<file path="src/rtl/pulse_rx_sync_if.sv">
// ---------------------------------------------------------------------------
// pulse_rx_sync_if : event inputs and status outputs of the pulse receiver
// Revision: 1.0
// ---------------------------------------------------------------------------
`default_nettype none

interface pulse_rx_sync_if #(
  parameter int CH    = 4,
  parameter int CNT_W = 4
);
  logic [CH-1:0]       async_in;
  logic [CH-1:0]       mode;
  logic [CH-1:0]       clr;
  logic [CH-1:0]       pulse_out;
  logic [CH-1:0]       level_out;
  logic [CH-1:0]       pending;
  logic [CH-1:0]       ovf;
  logic [CH*CNT_W-1:0] ev_cnt;

  modport master (
    output async_in, mode, clr,
    input  pulse_out, level_out, pending, ovf, ev_cnt
  );

  modport slave (
    input  async_in, mode, clr,
    output pulse_out, level_out, pending, ovf, ev_cnt
  );
endinterface

`default_nettype wire

</file>
<file path="src/rtl/pulse_rx_sync.sv">
// ---------------------------------------------------------------------------
// pulse_rx_sync : multi-channel CDC event receiver with pulse, sticky and count
// Revision: 1.0
// ---------------------------------------------------------------------------
`default_nettype none

module pulse_rx_sync #(
  parameter int CH          = 4,
  parameter int SYNC_STAGES = 2,
  parameter int CNT_W       = 4
) (
  input  logic            clk,
  input  logic            rst,
  pulse_rx_sync_if.slave  s_if
);

  localparam int                 c_arm_w    = $clog2(SYNC_STAGES + 2);
  localparam logic [c_arm_w-1:0] c_arm_done = c_arm_w'(SYNC_STAGES + 1);
  localparam logic [CNT_W-1:0]   c_cnt_max  = '1;

  logic [SYNC_STAGES-1:0][CH-1:0] r_sync;
  logic [CH-1:0]                  r_hist;
  logic [CH-1:0]                  r_pulse;
  logic [CH-1:0]                  r_pend;
  logic [CH-1:0]                  r_ovf;
  logic [CH-1:0][CNT_W-1:0]       r_cnt;
  logic [c_arm_w-1:0]             r_arm_cnt;

  logic                           w_armed;
  logic [CH-1:0]                  w_level;
  logic [CH-1:0]                  w_ev;

  always_ff @(posedge clk) begin
    if (rst) begin
      r_sync <= '0;
    end else begin
      r_sync[0] <= s_if.async_in;
      for (int k = 1; k < SYNC_STAGES; k++) begin
        r_sync[k] <= r_sync[k-1];
      end
    end
  end

  assign w_level = r_sync[SYNC_STAGES-1];

  // Hold off detection until the chains have flushed the reset zeros, so a
  // static-high input at release is not mistaken for an edge.
  always_ff @(posedge clk) begin
    if (rst) begin
      r_arm_cnt <= '0;
    end else if (r_arm_cnt != c_arm_done) begin
      r_arm_cnt <= r_arm_cnt + 1'b1;
    end
  end

  assign w_armed = (r_arm_cnt == c_arm_done);

  always_ff @(posedge clk) begin
    if (rst) begin
      r_hist  <= '0;
      r_pulse <= '0;
    end else begin
      r_hist  <= w_level;
      r_pulse <= w_ev;
    end
  end

  for (genvar i = 0; i < CH; i++) begin : g_ch
    assign w_ev[i] = w_armed & (s_if.mode[i] ? (w_level[i] & ~r_hist[i])
                                             : (w_level[i] ^ r_hist[i]));
  end

  // A clear coinciding with an event restarts the count at one.
  always_ff @(posedge clk) begin
    if (rst) begin
      r_cnt  <= '0;
      r_pend <= '0;
      r_ovf  <= '0;
    end else begin
      for (int i = 0; i < CH; i++) begin
        if (s_if.clr[i]) begin
          r_cnt[i]  <= w_ev[i] ? CNT_W'(1) : '0;
          r_pend[i] <= w_ev[i];
          r_ovf[i]  <= 1'b0;
        end else if (w_ev[i]) begin
          r_pend[i] <= 1'b1;
          if (r_cnt[i] == c_cnt_max) begin
            r_ovf[i] <= 1'b1;
          end else begin
            r_cnt[i] <= r_cnt[i] + 1'b1;
          end
        end
      end
    end
  end

  assign s_if.pulse_out = r_pulse;
  assign s_if.level_out = w_level;
  assign s_if.pending   = r_pend;
  assign s_if.ovf       = r_ovf;
  assign s_if.ev_cnt    = r_cnt;

endmodule

`default_nettype wire

</file>
<file path="src/flat_wrapper.sv">
// flat-port wrapper written by rule: the top's interface ports become plain ports
module pulse_rx_sync_flat 
#(
  parameter int CH          = 4,
  parameter int SYNC_STAGES = 2,
  parameter int CNT_W       = 4
)
  (clk, rst, s_if_async_in, s_if_mode, s_if_clr, s_if_pulse_out, s_if_level_out, s_if_pending, s_if_ovf, s_if_ev_cnt);
  pulse_rx_sync_if #(.CH(CH), .CNT_W(CNT_W)) s_if_i ();
  input  logic clk;
  input  logic rst;
  input wire logic [$bits(s_if_i.async_in)-1:0] s_if_async_in;
  input wire logic [$bits(s_if_i.mode)-1:0] s_if_mode;
  input wire logic [$bits(s_if_i.clr)-1:0] s_if_clr;
  output wire logic [$bits(s_if_i.pulse_out)-1:0] s_if_pulse_out;
  output wire logic [$bits(s_if_i.level_out)-1:0] s_if_level_out;
  output wire logic [$bits(s_if_i.pending)-1:0] s_if_pending;
  output wire logic [$bits(s_if_i.ovf)-1:0] s_if_ovf;
  output wire logic [$bits(s_if_i.ev_cnt)-1:0] s_if_ev_cnt;
  assign s_if_i.async_in = s_if_async_in;
  assign s_if_i.mode = s_if_mode;
  assign s_if_i.clr = s_if_clr;
  assign s_if_pulse_out = s_if_i.pulse_out;
  assign s_if_level_out = s_if_i.level_out;
  assign s_if_pending = s_if_i.pending;
  assign s_if_ovf = s_if_i.ovf;
  assign s_if_ev_cnt = s_if_i.ev_cnt;
  pulse_rx_sync #(.CH(CH), .SYNC_STAGES(SYNC_STAGES), .CNT_W(CNT_W)) u_core (.clk(clk), .rst(rst), .s_if(s_if_i));
endmodule
</file>
<file path="config.mk">
export PLATFORM = sky130hd
export DESIGN_NAME = pulse_rx_sync_flat
export DESIGN_NICKNAME = d
export VERILOG_FILES = /design/src/rtl/pulse_rx_sync_if.sv /design/src/rtl/pulse_rx_sync.sv /design/src/flat_wrapper.sv
export SDC_FILE = /design/constraint.sdc
export NUM_CORES = 1
export LEC_CHECK = 0
export CAP_MARGIN = 10
export CORE_ASPECT_RATIO = 1.25
export CORE_MARGIN = 3
export CORE_UTILIZATION = 45
export CTS_CLUSTER_SIZE = 10
export DETAILED_ROUTE_END_ITERATION = 7
export DONT_BUFFER_PORTS = 1
export SYNTH_ARGS = -nofsm -noshare
export SYNTH_HDL_FRONTEND = slang
export SYNTH_SLANG_ARGS = --single-unit
</file>
<file path="constraint.sdc">
create_clock -name clk -period 1.8 [get_ports clk]
set_input_delay 0.09 -clock clk [delete_from_list [all_inputs] [get_ports clk]]
set_output_delay 0.09 -clock clk [all_outputs]
set_load 0.02 [all_outputs]
</file>
# Yosys cells after proc, flatten, opt, wreduce, memory -nomap -nowiden
# Index checks and enable logic that the tools add are counted.
op_classes:
  add_sub_neg: 5
  eq_ne: 10
  n_bitwise: 16
  reduce_logical: 16
  magnitude_cmp: 0
  div_mod_pow: 0
  multipliers: 0
  muxes: 28
  shifts: 0
op_table:
  columns: ["operator", "count"]
  rows:
  - ["two-way mux 4 bit", 12]
  - ["adder 4 x 1 -> 4 bit (second input constant)", 4]
  - ["equality test 4 bit (second input constant)", 4]
  - ["two-way mux 1 bit", 16]
  - ["AND reduction 2 bit", 8]
  - ["inequality test 2 bit (second input constant)", 5]
  - ["AND 1 bit", 8]
  - ["nonzero test 2 bit", 4]
  - ["OR reduction 2 bit", 4]
  - ["NOT 1 bit", 4]
  - ["bitwise XOR 1 bit", 4]
  - ["adder 2 x 1 -> 2 bit (second input constant)", 1]
  - ["equality test 2 bit (second input constant)", 1]
word_totals:
  mem_count: 0
  latch_bits: 0
  inputBits: 14
  ff_bits: 42
  mem_bits_rw: 0
  rom_bits: 0
  out_inout_bits: 32

# Longest topological paths before layout
# Gate-level depths: netlist of run 1.
depth:
  depth_word: 6
  depth_mapped: 6
  depth_no_buf: 6

# Worst setup path before layout of run 1
# No wires, ideal clock.
synth_path:
  kind: "flip-flop to flip-flop"
  from: "register u_core.r_sync, in the netlist u_core.s_if.level_out[3]"
  to: "register u_core.r_cnt, in the netlist u_core.s_if.ev_cnt[15]"
  setup_slack_ps: 330
  required_time_ps: 1721
  arrival_time_ps: 1391
  path_buffers: 0
  stages_incl_launch_ff: 6
  period_less_slack_ps: 1470
  setup_ps: 79
  path_cell_list: "dfxtp_1 > ha_1 > nor2_2 > o21ai_2 > or3_1 > a211oi_2"
synth_via:
  elab_chain_cells: 5
synth_lines:
  columns: ["item", "line", "source"]
  rows:
  - ["from (decl)", "pulse_rx_sync.sv:21", "logic [SYNC_STAGES-1:0][CH-1:0] r_sync;"]
  - ["from (signal, indexed assignment)", "pulse_rx_sync.sv:39", "r_sync[k] <= r_sync[k-1];"]
  - ["bitwise XOR 1 bit / AND 1 bit (equally long branches)", "pulse_rx_sync.sv:70, pulse_rx_sync.sv:69", null]
  - ["two-way mux 1 bit (*)", "pulse_rx_sync.sv:69", "assign w_ev[i] = w_armed & (s_if.mode[i] ? (w_level[i] & ~r_hist[i])"]
  - ["AND 1 bit (*)", "pulse_rx_sync.sv:69", null]
  - ["nonzero test 2 bit (no line) (*)", null, null]
  - ["AND reduction 2 bit (no line) (*)", null, null]
  - ["to (signal, indexed assignment)", "pulse_rx_sync.sv:82", "r_cnt[i] <= w_ev[i] ? CNT_W'(1) : '0;"]
  - ["to (signal, indexed assignment)", "pulse_rx_sync.sv:90", "r_cnt[i] <= r_cnt[i] + 1'b1;"]
  - ["to (decl)", "pulse_rx_sync.sv:26", "logic [CH-1:0][CNT_W-1:0] r_cnt;"]
# Mark *: on every way between the ends. The rest lies on a longest branch, timed or not.
# A chain may end at the register's enable or synchronous reset.

==> flow_metrics.env, run 1 <==
export IMPL_path_clk_slew_ns=0.08
export IMPL_cts_tree="built"
export IMPL_skew_ns=0.00354
export IMPL_synth_mux_area_share_pct=3.42
export IMPL_cts_root_buf="clkbuf_8"
export IMPL_yosys_area_top_type_share_pct=47.9
export IMPL_total_power_mw=1.84
export IMPL_cp_start_kind="input port"
export IMPL_dieArea_sq_mm=0.00469
export IMPL_power_density_mw_per_mm2=899
export IMPL_synth_simple_gate_area_share_pct=23.2
export IMPL_rsz0062_at_grt="no"
export IMPL_io_buffers=0
export IMPL_arrival_ns=1.81
export IMPL_vias=1355
export IMPL_rows=24
export IMPL_ant_nets=0
export IMPL_hold_viol=0
export IMPL_place_area_sq_mm=0.00184
export IMPL_grt_max_degree=31
export IMPL_synth_compound_area_share_pct=14.6
export IMPL_layout_nets=227
export IMPL_worst_pin_slew_ns=1.12
export IMPL_finalNonFillerCells=243
export IMPL_critPathCaptureType="register"
export IMPL_min_period_over_period_pct=90.6
export IMPL_holdPathStages=2
export IMPL_synth_largest_area_cell="dfxtp_1"
export IMPL_path_max_fanout=30
export IMPL_synth_most_common_cell="dfxtp_1"
export IMPL_synthArstFlopShare_pct=0
export IMPL_drv_slew=0
export IMPL_finalCriticalPeriod_ns=1.63
export IMPL_io_pins=46
export IMPL_relSlewSlack_pct=25.2
export IMPL_cts_sinks=42
export IMPL_cts_buffers=5
export IMPL_yosysWarnings=0
export IMPL_wirelength_mm=3.54
export IMPL_synthTopCellsByCount="dfxtp_1 (42), a21oi_1 (15), nor2_1 (13), nor2b_1 (12), nor3_1 (11)"
export IMPL_gp_congestion=0.805
export IMPL_synthTopCellsByArea="dfxtp_1 (48%), ha_1 (6.4%), a21oi_1 (4.3%)"
export IMPL_antenna_found_initial=0
export IMPL_n_antenna_cell=0
export IMPL_synth_edff_count=0
export IMPL_synth_top_family_by_area="simple AND/OR/NAND/NOR gates"
export IMPL_fmax_mhz=613
export IMPL_ys_flop_type="dfxtp_1"
export IMPL_setup_tns_final_ns=0
export IMPL_grt_usage_pct=16.1
export IMPL_netlist_instances=185
export IMPL_fin_area_sq_mm=0.00204
export IMPL_post_place_ws_ns=0.259
export IMPL_cp_required_ns=1.98
export IMPL_max_cap_violations=0
export IMPL_ff2ff_path_depth=6
export IMPL_yosysSeqAreaShare_pct=47.9
export IMPL_ir_drop_v=0.000574
export IMPL_cts_setup_buffers=0
export IMPL_grt_overflow=0
export IMPL_grt_pass1_wl_mm=5.55
export IMPL_grt_pass1_vias=1306
export IMPL_synth_seq_cells=42
export IMPL_die_height_um=75.8
export IMPL_max_clock_path_buffers=2
export IMPL_place_hpwl_mm=2.51
export IMPL_insertion_delay_ns=0.28
export IMPL_status="completed"
export IMPL_yosysUniqueCellTypes=34
export IMPL_drt_iter0_markers=115
export IMPL_synth_xor_area_share_pct=0.499
export IMPL_min_path_type="in -> reg"
export IMPL_nFillCells=330
export IMPL_drc=0
export IMPL_synthAdderAreaFrac_pct=6.42
export IMPL_initial_utilization_pct=48.7
export IMPL_drive_gt1_share_pct=12.7
export IMPL_die_x_um=61.8
export IMPL_setup_ws_ns=0.169
export IMPL_synth_nets=208
export IMPL_first_pass_iters=4
export IMPL_setup_viol_count_final=0
export IMPL_coreArea_sq_mm=0.00360
export IMPL_htree_levels=2
export IMPL_synthesis_area_sq_mm=0.00175
export IMPL_dp_cells=227
export IMPL_routedWlPerCell_um=14.6
export IMPL_avgSynthCellArea_sq_um=9.48
export IMPL_crit_type="in -> reg"
export IMPL_vias_per_cell=5.58
export IMPL_leakage_nw=0.803
export IMPL_areaGrowthSynthToFinish_pct=16.4
final timing paths:
check / startpoint / endpoint / slack (ns)
max: rst / u_core.s_if.ev_cnt[12]$_SDFFE_PP0P_ / 0.17
min: rst / u_core.s_if.ev_cnt[9]$_SDFFE_PP0P_ / 0.01
max reg2reg: u_core.r_hist[3]$_SDFF_PP0_ / u_core.s_if.ev_cnt[15]$_SDFFE_PP0P_ / 0.24
min reg2reg: u_core.r_sync[3]$_SDFF_PP0_ / u_core.s_if.level_out[3]$_SDFF_PP0_ / 0.44
layout by cell type, fill, tap and decap left out, types with 2 or more instances in the layout:
master and instances:
or3_1 3, buf_4 12, mux2i_1 6, or2_2 2
nor4_1 2, dlygate4sd3_1 9, nor2b_1 12, o211ai_1 3
nor3_1 11, clkbuf_8 6, and3_1 4, nor3b_1 4
o21ai_1 6, nand3_1 7, inv_1 4, and2_1 3
nand2b_1 4, dfxtp_1 42, nor2_1 13, nand2_1 6
o21a_1 3, a21oi_1 15, o21bai_1 4, a22o_1 4
ha_1 9
worst max-delay path, stage by stage:
cell	delay, ns
dlygate4sd3_1	1.28
nor2_1	0.17
a22o_1	0.27
routing by layer:
layer	GRT usage, %	vias to the layer above	share of wire, %
li1	-	687	-
met1	17.5	624	40
met2	27.9	40	51
met3	4.58	4	7.6
met4	8.25	0	1.1
met5	0	-	0
sequential cells by signal, indices dropped and copies added (netlist names):
signal / count
u_core.s_if.ovf: 4
u_core.s_if.pulse_out: 4
u_core.r_hist: 4
u_core.r_sync: 4
u_core.s_if.ev_cnt: 16
u_core.s_if.level_out: 4
u_core.r_arm_cnt: 2
u_core.s_if.pending: 4
power by group:
part	internal [mW]	leakage, nW	switching [mW]
Clock	0.444	0.0573	0.298
Combinational	0.0583	0.405	0.0680
Sequential	0.953	0.341	0.0148
kinds of logic (layout without fill, tap and decap cells):
family                     count (synthesis)  after routing
adders and majority gates                  9              9
buffers and inverters                     13             32
AOI/OAI and AO/OA                         39             39
DFF                                       42             42
muxes                                      6              6
and+or+nand+nor                           75             75
xor gates and xnor gates                   1              1
per-stage QoR:
stage / util (%) / hold WS (ns)
floorplan: - / 0.163
global placement: 51.0 / 0.160
detailed placement: 51.0 / 0.164
CTS: 56.7 / 0.000434
global route: 56.7 / 0.00421
finish: 56.7 / 0.0131
what timing repair did:
action | CTS | global route
resized for setup | 0 | 0
hold buffers | 9 | 0
endpoints found under the hold margin | 30 | 0
endpoints found under the setup margin | 0 | 0
cell type report:
type                       instances  area [sq um]  area share, %
timing repair buffer              21           180           8.82
inverter                           4          15.0          0.735
clock buffer                       6          82.6           4.04
sequential                        42           841           41.2
clock inverter                     1          30.0           1.47
multi-input combinational        130           845           41.4
tap                               39          48.8           2.39
No activity file was read; power rests on OpenSTA's default activity.
==> run 2, diff against run 1 <==
--- a/config.mk
+++ b/config.mk
@@ -12,6 +12,9 @@
 export CTS_CLUSTER_SIZE = 10
 export DETAILED_ROUTE_END_ITERATION = 7
 export DONT_BUFFER_PORTS = 1
+export GPL_ROUTABILITY_DRIVEN = 0
+export MAX_ROUTING_LAYER = met4
+export PLACE_DENSITY_LB_ADDON = 0.2
 export SYNTH_ARGS = -nofsm -noshare
 export SYNTH_HDL_FRONTEND = slang
 export SYNTH_SLANG_ARGS = --single-unit
==> run 2 against run 1 <==
Effect of this change:
- clock-buffer cell count up 1
- first-iteration DRC count down 47%
- sequential share of layout area up 0.59 points
- clock power down 26%
- setup slack better by 0.0076 ns
- flip-flop and latch count unchanged
- sequential power about the same
- routed wire length down 5.7%
- global-route usage down 0.42 points
- worst hold slack better by 0.013 ns
- critical path type unchanged
- largest cell class unchanged
- highest routed layer unchanged
==> flow_metrics.env, run 2 (same netlist as run 1, synthesis figures left out) <==
export IMPL_status="completed"
export IMPL_place_hpwl_mm=2.39
export IMPL_die_x_um=61.8
export IMPL_nFillCells=335
export IMPL_ir_drop_v=0.000609
export IMPL_min_period_over_period_pct=90.2
export IMPL_max_clock_path_buffers=2
export IMPL_hold_viol=0
export IMPL_path_clk_slew_ns=0.07
export IMPL_largest_reg_flops=16
export IMPL_final_common_cell="dfxtp_1"
export IMPL_power_density_mw_per_mm2=818
export IMPL_max_cap_violations=0
export IMPL_crit_type="in -> reg"
export IMPL_arrival_ns=1.80
export IMPL_cts_tree="built"
export IMPL_final_cell_mix="dfxtp_1 (42), a21oi_1 (15), nor2_1 (13), buf_4 (13), nor2b_1 (12)"
export IMPL_cts_buffers=5
export IMPL_initial_utilization_pct=48.7
export IMPL_rsz0062_at_grt="no"
export IMPL_path_max_fanout=30
export IMPL_first_pass_iters=6
export IMPL_cp_required_ns=1.98
export IMPL_insertion_delay_ns=0.28
export IMPL_drv_slew=0
export IMPL_coreArea_sq_mm=0.00360
export IMPL_setup_viol_count_final=0
export IMPL_worst_pin_slew_ns=1.07
export IMPL_fmax_mhz=616
export IMPL_critPathCaptureType="register"
export IMPL_dp_cells=228
export IMPL_cp_start_kind="input port"
export IMPL_drt_iter0_markers=61
export IMPL_vias=1365
export IMPL_finalNonFillerCells=244
export IMPL_finalCriticalPeriod_ns=1.62
export IMPL_skew_ns=0.00499
export IMPL_htree_levels=2
export IMPL_drive_gt1_share_pct=12.2
export IMPL_grt_pass1_wl_mm=5.29
export IMPL_rows=24
export IMPL_leakage_nw=0.789
export IMPL_setup_tns_final_ns=0
export IMPL_min_path_type="in -> reg"
export IMPL_grt_overflow=0
export IMPL_cts_root_buf="clkbuf_8"
export IMPL_relSlewSlack_pct=28.4
export IMPL_cts_sinks=42
export IMPL_vias_per_cell=5.59
export IMPL_ant_nets=0
export IMPL_final_hold_worst_slack_ns=0.0257
export IMPL_grt_pass1_vias=1305
export IMPL_antenna_found_initial=0
export IMPL_io_buffers=0
export IMPL_n_antenna_cell=0
export IMPL_die_height_um=75.8
export IMPL_wirelength_mm=3.34
export IMPL_grt_usage_pct=15.7
export IMPL_routedWlPerCell_um=13.7
export IMPL_drc=0
export IMPL_cts_setup_buffers=0
export IMPL_layout_nets=228
export IMPL_areaGrowthSynthToFinish_pct=14.8
export IMPL_grt_max_degree=31
export IMPL_dieArea_sq_mm=0.00469
export IMPL_io_pins=46
[run 2: changes by cell type in the layout (fill, tap and decap cells not counted), sizes merged]
cell,change
buf,+1
bufinv,-1
clkbuf,+1
[run 2: layout make-up]
type	count	area [sq um]	area share (%)
Clock buffer	7	76.3	3.79
Inverter	4	15.0	0.746
Multi-Input combinational cell	130	845	42.0
Sequential cell	42	841	41.8
Tap cell	39	48.8	2.42
Timing Repair Buffer	22	188	9.32
[run 2: worst max-delay path, stage by stage]
cell and delay, ns:
dlygate4sd3_1 1.24, nor2_1 0.20, a22o_1 0.25
[run 2: path summary, 6_finish.rpt]
kind | from | endpoint | slack [ns] | cells after the start
worst max register to register | u_core.s_if.level_out[3]$_SDFF_PP0_ | u_core.s_if.ev_cnt[15]$_SDFFE_PP0P_ | 0.24 | 5
worst max-delay path | rst | u_core.s_if.ev_cnt[0]$_SDFFE_PP0P_ | 0.18 | 3
worst min register to register | u_core.r_sync[0]$_SDFF_PP0_ | u_core.s_if.level_out[0]$_SDFF_PP0_ | 0.44 | 1
worst min-delay path | rst | u_core.s_if.ovf[2]$_SDFFE_PP0P_ | 0.03 | 2
[run 2: report_power, final]
part           internal (mW)  switching [mW]  leakage [nW]
Sequential             0.953          0.0143         0.341
Clock                  0.267           0.282        0.0383
Combinational         0.0628          0.0666         0.410
Total                   1.28           0.363         0.789
[run 2: per-layer routing]
metal / GRT usage [%] / wire [um]
met1: 16.5 / 1350
met2: 26.3 / 1750
met3: 4.58 / 202
met4: 7.78 / 37
met5: - / 0
[run 2: metrics by stage]
| stage | utilization [%] | cell area [sq um] | worst slack, ns | total power, mW |
|---|---|---|---|---|
| CTS | 55.9 | 2010 | 0.174 | 1.67 |
| detailed placement | 51.2 | 1850 | 0.257 | 1.09 |
| global placement | 51.2 | 1850 | 0.304 | 1.09 |
| finish | 55.9 | 2010 | 0.177 | 1.65 |
| floorplan | - | 1750 | 0.330 | 1.08 |
| global route | 55.9 | 2010 | 0.0521 | 1.72 |
[run 2: repair_timing]
action,CTS,global route
hold buffers,9,0
endpoints found under the hold margin,30,0
resized for setup,0,0
==> run 3, diff against run 2 <==
--- a/config.mk
+++ b/config.mk
@@ -5,13 +5,13 @@
 export SDC_FILE = /design/constraint.sdc
 export NUM_CORES = 1
 export LEC_CHECK = 0
+export BUFFER_PORTS_ARGS = -buffer_cell sky130_fd_sc_hd__clkbuf_2
 export CAP_MARGIN = 10
 export CORE_ASPECT_RATIO = 1.25
 export CORE_MARGIN = 3
 export CORE_UTILIZATION = 45
 export CTS_CLUSTER_SIZE = 10
 export DETAILED_ROUTE_END_ITERATION = 7
-export DONT_BUFFER_PORTS = 1
 export GPL_ROUTABILITY_DRIVEN = 0
 export MAX_ROUTING_LAYER = met4
 export PLACE_DENSITY_LB_ADDON = 0.2
==> run 3 against run 2 <==
Effect of this change:
- flip-flop and latch count is the same
- critical path depth grew 2
- largest cell class unchanged
- highest routed layer unchanged
- combinational power grew 8%
==> flow_metrics.env, run 3 (same netlist as run 1, synthesis figures left out) <==
export IMPL_crit_type="reg -> reg"
export IMPL_cts_sinks=42
export IMPL_htree_levels=2
export IMPL_die_x_um=61.8
export IMPL_cp_required_ns=2.01
export IMPL_wirelength_mm=3.37
export IMPL_critPathCaptureType="register"
export IMPL_finalNonFillerCells=275
export IMPL_grt_overflow=0
export IMPL_first_pass_iters=4
export IMPL_worst_pin_slew_ns=0.546
export IMPL_grt_pass1_vias=1325
export IMPL_status="completed"
export IMPL_areaGrowthSynthToFinish_pct=20.9
export IMPL_max_cap_violations=0
export IMPL_final_cell_mix="clkbuf_2 (45), dfxtp_1 (42), a21oi_1 (15), nor2_1 (13), nor2b_1 (12)"
export IMPL_grt_pass1_wl_mm=5.70
export IMPL_drc=0
export IMPL_drt_iter0_markers=60
export IMPL_rsz0062_at_grt="no"
export IMPL_ff_latch_area_sq_um=841
export IMPL_antenna_found_initial=0
export IMPL_cts_root_buf="clkbuf_8"
export IMPL_min_path_type="in -> reg"
export IMPL_relSlewSlack_pct=63.6
export IMPL_path_max_fanout=4
export IMPL_fmax_mhz=645
export IMPL_cts_buffers=5
export IMPL_setup_ws_ns=0.249
export IMPL_max_clock_path_buffers=2
export IMPL_power_density_mw_per_mm2=809
export IMPL_rr_startpoint="u_core.s_if.level_out[3]$_SDFF_PP0_"
export IMPL_finalCriticalPeriod_ns=1.55
export IMPL_post_cts_resized=0
export IMPL_die_height_um=75.8
export IMPL_io_buffers=45
export IMPL_io_pins=46
export IMPL_nFillCells=344
export IMPL_vias=1474
export IMPL_vias_per_cell=5.36
export IMPL_routedWlPerCell_um=12.3
export IMPL_path_clk_slew_ns=0.08
export IMPL_post_place_ws_ns=0.271
export IMPL_arrival_ns=1.77
export IMPL_setup_viol_count_final=0
export IMPL_place_area_sq_mm=0.00202
export IMPL_multi_input_area_sq_um=845
export IMPL_dieArea_sq_mm=0.00469
export IMPL_setup_tns_final_ns=0
export IMPL_leakage_nw=0.926
export IMPL_ir_drop_v=0.000583
export IMPL_min_from="s_if_async_in[3]"
export IMPL_insertion_delay_ns=0.28
export IMPL_largest_reg_flops=16
export IMPL_cp_start_kind="register"
export IMPL_hold_buffers=1
export IMPL_n_antenna_cell=0
export IMPL_drv_slew=0
export IMPL_crit_path_start="u_core.s_if.level_out[3]$_SDFF_PP0_"
export IMPL_drive_gt1_share_pct=27.5
export IMPL_final_hold_worst_slack_ns=0.00826
export IMPL_coreArea_sq_mm=0.00360
export IMPL_cts_tree="built"
export IMPL_initial_utilization_pct=48.7
export IMPL_layout_nets=258
export IMPL_cts_setup_buffers=0
export IMPL_fin_area_sq_mm=0.00212
export IMPL_final_common_cell="clkbuf_2"
export IMPL_place_hpwl_mm=2.48
export IMPL_dp_cells=266
export IMPL_min_period_over_period_pct=86.2
export IMPL_hold_viol=0
export IMPL_grt_max_degree=29
export IMPL_grt_usage_pct=16.3
export IMPL_rows=24
export IMPL_skew_ns=0.00318
export IMPL_ant_nets=0
[run 3: cell count changes in the layout (fill, tap and decap cells not counted), sizes merged]
cell	previous run	this run
clkbuf	7	52
dlygate4sd3	9	1
buf	13	6
clkinv	0	1
[run 3: critical path, cell delays in order, from the launching register on]
cell	delay (ns)
dfxtp_1	0.33
ha_1	0.30
nor2_2	0.19
o21ai_2	0.10
or3_1	0.36
a211oi_2	0.20
[run 3: path summary, 6_finish.rpt]
| path | to | slack [ns] | cells past startpoint |
|---|---|---|---|
| max | u_core.s_if.ev_cnt[15]$_SDFFE_PP0P_ | 0.25 | 5 |
| min | u_core.r_sync[3]$_SDFF_PP0_ | 0.008 | 2 |
| max reg2reg | u_core.s_if.ev_cnt[15]$_SDFFE_PP0P_ | 0.25 | 5 |
| min reg2reg | u_core.s_if.level_out[0]$_SDFF_PP0_ | 0.44 | 1 |
[run 3: per-stage QoR]
stage	utilization (%)	total power, mW
after global placement	56.0	1.12
after detailed placement	56.0	1.13
after global routing	58.9	1.80
after floorplan	-	1.08
final	58.9	1.72
after CTS	58.9	1.74
[run 3: final cells by class]
type	instances	share of cell area [%]
clock buffer	7	4.07
inverter	4	0.708
timing repair buffer	52	13.2
tap	39	2.30
clock inverter	1	0.236
multi-input combinational	130	39.8
sequential	42	39.6
[run 3: report_power, final]
part           internal [mW]  switching, mW
Sequential             0.953         0.0119
Clock                  0.309          0.303
Combinational         0.0624         0.0762
Total                   1.32          0.392
[run 3: metal layers]
metal,GRT usage (%),share of wire (%)
met3,3.22,4.4
met2,27.7,50
met4,5.66,1.1
met5,-,0
met1,18.8,44
